`src/rtl/mem_access_sequencer.sv`:
```
// mem_access_sequencer: latches a decoded memory op and runs one or two MFA/MOC RAM transfers.
module mem_access_sequencer #(
  parameter int TIMEOUT = 15
) (
  input  logic        clk,
  input  logic        reset,
  input  logic        start,
  input  logic        L,
  input  logic        D,
  input  logic [1:0]  WB,
  input  logic [31:0] addr,
  input  logic [31:0] wdata_lo,
  input  logic [31:0] wdata_hi,
  input  logic        MOC,
  input  logic [31:0] ram_rdata,
  output logic        MFA,
  output logic        RW,
  output logic [31:0] ram_addr,
  output logic [1:0]  ram_size,
  output logic [31:0] ram_wdata,
  output logic [31:0] rdata_lo,
  output logic [31:0] rdata_hi,
  output logic        busy,
  output logic        done,
  output logic        err
);
  typedef enum logic [2:0] {IDLE, REQ1, GAP, REQ2, DONE, ERR} state_t;
  state_t state, nxt;
  logic l_q, d_q, bad, req, tmo;
  logic [1:0] size_q;
  logic [31:0] addr_q, wlo_q, whi_q;
  logic [7:0] cnt;
  assign bad = D ? (addr[2:0] != 3'd0)
                 : (WB == 2'b11) || (WB == 2'b10 && addr[1:0] != 2'd0) || (WB == 2'b00 && addr[0]);
  assign req = state == REQ1 || state == REQ2;
  assign tmo = cnt == 8'(TIMEOUT - 1);
  always_ff @(posedge clk or posedge reset)
    if (reset) state <= IDLE;
    else state <= nxt;
  always_comb begin
    nxt = state;
    case (state)
      IDLE:    nxt = start ? (bad ? ERR : REQ1) : IDLE;
      REQ1:    nxt = MOC ? (d_q ? GAP : DONE) : (tmo ? ERR : REQ1);
      GAP:     nxt = REQ2;
      REQ2:    nxt = MOC ? DONE : (tmo ? ERR : REQ2);
      default: nxt = IDLE;
    endcase
  end
  // counter only runs while a REQ state is held, so any state change clears it
  always_ff @(posedge clk or posedge reset)
    if (reset) begin
      l_q <= 1'b0;
      d_q <= 1'b0;
      size_q <= 2'b00;
      addr_q <= '0;
      wlo_q <= '0;
      whi_q <= '0;
      cnt <= '0;
      rdata_lo <= '0;
      rdata_hi <= '0;
    end else begin
      if (state == IDLE && start) begin
        l_q <= L;
        d_q <= D;
        size_q <= D ? 2'b10 : WB == 2'b10 ? 2'b10 : WB == 2'b01 ? 2'b00 : 2'b01;
        addr_q <= addr;
        wlo_q <= wdata_lo;
        whi_q <= wdata_hi;
      end
      cnt <= (req && nxt == state) ? cnt + 8'd1 : 8'd0;
      if (state == REQ1 && MOC && l_q) rdata_lo <= ram_rdata;
      if (state == REQ2 && MOC && l_q) rdata_hi <= ram_rdata;
    end
  assign MFA = req;
  assign RW = l_q;
  assign ram_addr = state == REQ2 ? addr_q + 32'd4 : addr_q;
  assign ram_size = size_q;
  assign ram_wdata = state == REQ2 ? whi_q : wlo_q;
  assign busy = state != IDLE;
  assign done = state == DONE;
  assign err = state == ERR;
endmodule

```
`config.mk`:
```
export PLATFORM = sky130hd
export DESIGN_NAME = mem_access_sequencer
export DESIGN_NICKNAME = d
export VERILOG_FILES = /design/src/rtl/mem_access_sequencer.sv
export SDC_FILE = /design/constraint.sdc
export NUM_CORES = 1
export LEC_CHECK = 0
export BUFFER_PORTS_ARGS = -buffer_cell sky130_fd_sc_hd__buf_2
export CORE_MARGIN = 2
export CORE_UTILIZATION = 40
export CTS_BUF_LIST = sky130_fd_sc_hd__clkbuf_2
export CTS_CLUSTER_SIZE = 40
export DETAILED_ROUTE_END_ITERATION = 12
export HOLD_SLACK_MARGIN = 0.06
export PLACE_DENSITY = 0.66
export SETUP_SLACK_MARGIN = 0.3
export SLEW_MARGIN = 20
export SYNTH_ARGS = -nofsm -noshare
export SYNTH_HDL_FRONTEND = slang
export SYNTH_SLANG_ARGS = --single-unit
export TNS_END_PERCENT = 10
```
`constraint.sdc`:
```
create_clock -name clk -period 11.6 [get_ports clk]
set_clock_uncertainty 0.15 [all_clocks]
set_input_delay 1.74 -clock clk [delete_from_list [all_inputs] [get_ports clk]]
set_output_delay 1.74 -clock clk [all_outputs]
set_load 0.03 [all_outputs]
```
==> qor.csv <==
metric,value,unit
ant_nets,0,
p_leak,4.73,nW
seq_power_share,38.5,%
rsz0062_at_grt,false,
layout.nets,1022,
tightest_slew,0.967,ns
netSwitchingFraction,47.2,%
vias,5643,
combPwrFrac,49.1,%
dominantRegCellSynth,dfrtp_1,
crit_path_end_kind,output pin,
grt-ovfl-total,0,
utilization,49.6,%
finalNonFillerCells,1160,
powerDensity,296,nW/um^2
ys_top_cells_by_area,"dfrtp_1 (56%), mux2_2 (13%), mux2_1 (10%)",
peakVddDrop,0.000161,V
die_h,144,microns
core-area,19400,sq um
cts.sinks,175,
antenna_found_initial,2,
tns,0,ns
timing.hold.ws,0.371,ns
synth_cell_types,43,
fill_cells,1804,
track_usage,18.3,%
yosysMostFrequentCell,dfrtp_1,
cts_buffer_depth,2,
setup_viol,0,
place_congestion,0.854,
htree_levels,4,
ctsResizeCount,0,
worstPathMaxFanout,14,
synth_top_area_share,55.7,%
final_hold_viol_count,0,
ys_seq_area_share,55.7,%
max-cap-violations,0,
syn2layout_area_growth,22.6,%
yosysTopAreaCell,dfrtp_1,
status,finished clean,
fin_crit,5.01,ns
maxSlewViolCount,0,
cts_tree,yes,
timing.fmax,200,MHz
crit_required,9.71,ns
finalCritPeriodShare,43.1,%
power,2.85,mW
seq_area,4380,sq um
holdCritPathClass,reg2reg,
worstSetupStartpointType,flip-flop,
rows,51,
ioPinCount,271,
cts_setup_buffers,0,
drc_errors,0,
dp_cells,1126,
cts-buffers-inserted,17,
drt_iter0_markers,206,
postRouteWirelength,19.2,mm
avgSynthCellArea,12.8,sq um
synth_common_cells,"dfrtp_1 (175), nand2_1 (116), mux2_2 (88)",
port_buffers,270,
ys_async_sr_fraction,100,%
insertion_delay,0.75,ns
dp_hpwl,13.6,mm
p_int,1.50,mW
die_w,144,microns
syn-cell-area,7860,sq um
drt_first_pass_iters,4,
clockRootBuffer,clkbuf_2,
worstSetupPathType,reg2out,
wl_per_cell,16.5,microns
path_clk_slew,0.25,ns
synthCells,614,
start_util,40.5,%
grt_pass1_vias,5584,
cts_hold_buffers,0,
yosysWarningCount,0,
drive_gt1_share,45.6,%
grt_pass1_wl,29.5,mm
slew_headroom,35.6,%
synth_nets,756,
multiInputGateArea,3190,sq um
ys_seq_elements,175,
p_switching,1.35,mW
viasPerCell,4.86,
cp.arrival,3.12,ns
dieArea,20800,sq um
grt_max_degree,105,
pwr-share-clk,12.3,%
synth_edf_count,0,
-- power groups by stage --
stage               Combinational [mW]  Sequential [mW]  Clock (mW)
floorplan                        0.860             1.28           0
global placement                  1.40             1.10           0
detailed placement                1.41             1.11           0
CTS                               1.42             1.10       0.369
global route                      1.51             1.14       0.394
finish                            1.40             1.10       0.351
-- registers in the layout, indices dropped and copies added (netlist names) --
| name | flops |
|---|---|
| cnt | 8 |
| ram_size | 2 |
| state | 3 |
| rdata_lo | 32 |
| whi_q | 32 |
| addr_q | 32 |
| RW | 1 |
| d_q | 1 |
| rdata_hi | 32 |
| wlo_q | 32 |
-- path summary, 6_finish.rpt --
path                                       start                      end  slack (ns)  cells after the start
hold / removal             addr_q[0]$_DFFE_PP0P_    addr_q[0]$_DFFE_PP0P_        0.37                      1
hold reg to reg            addr_q[0]$_DFFE_PP0P_    addr_q[0]$_DFFE_PP0P_        0.37                      1
setup reg to reg              state[1]$_DFF_PP0_  rdata_hi[5]$_DFFE_PP0P_        8.88                      5
max in group asynchronous                  reset    wlo_q[31]$_DFFE_PP0P_        8.86                      3
min in group asynchronous                  reset  rdata_lo[6]$_DFFE_PP0P_        0.95                      2
setup / recovery              state[1]$_DFF_PP0_              ram_addr[9]        6.59                      5
-- cell usage in the layout, fill, tap and decap left out, types with 3 or more instances in the layout --
cell type / n
dfrtp_1: 175
inv_1: 7
nand2_1: 116
mux2_1: 73
inv_8: 3
nor3_1: 7
nand3_1: 8
buf_4: 7
clkbuf_2: 17
xor2_1: 10
clkinv_8: 5
ha_1: 6
and4_1: 3
xnor2_1: 25
nor4_1: 3
o21ai_0: 6
nand4_1: 12
mux2_2: 88
inv_6: 4
and3_1: 6
nor2_1: 14
buf_2: 270
-- metrics by stage --
step / cell area (sq um) / worst slack (ns)
4_1_cts: 9620 / 6.47
3_3_place_gp: 9340 / 7.38
5_1_grt: 9630 / 6.24
2_1_floorplan: 7860 / 4.96
3_5_place_dp: 9340 / 7.38
6_report: 9630 / 6.59
-- final cells by class --
cell class | count | area share (%)
antenna | 2 | 0.0520
clock buffer | 17 | 0.884
clock inverter | 15 | 2.04
inverter | 8 | 0.364
multi-input combinational | 401 | 33.2
sequential | 175 | 45.5
tap | 265 | 3.44
timing repair buffer | 277 | 14.6
-- logic make-up (layout without fill, tap and decap cells) --
kind of cell               Yosys count  after routing  share of synthesized area [%]
other                                0              2                              0
xor gates and xnor gates            35             35                           3.90
AOI/OAI and AO/OA                   13             13                           1.08
muxes                              161            161                           23.1
DFF                                175            175                           55.7
adders and majority gates            6              6                          0.956
buffers and inverters               38            317                           3.71
and+or+nand+nor                    186            186                           11.5
-- worst max-delay path: stages, from the launching register on --
cell and delay [ns]:
dfrtp_1 0.60, nand3b_1 0.52, nor2_1 0.65, and4_1 0.29, xor2_1 0.13, buf_2 0.21
-- per-layer routing --
| metal | GRT usage, % | up-vias | routed length [microns] |
|---|---|---|---|
| met2 | 28.5 | 221 | 8550 |
| met3 | 6.82 | 21 | 1780 |
| met1 | 23.9 | 2744 | 8590 |
| met4 | 5.62 | 2 | 244 |
| met5 | 0 | - | 13 |
| li1 | - | 2655 | - |
Note: power is estimated with default switching activity, not from simulation.
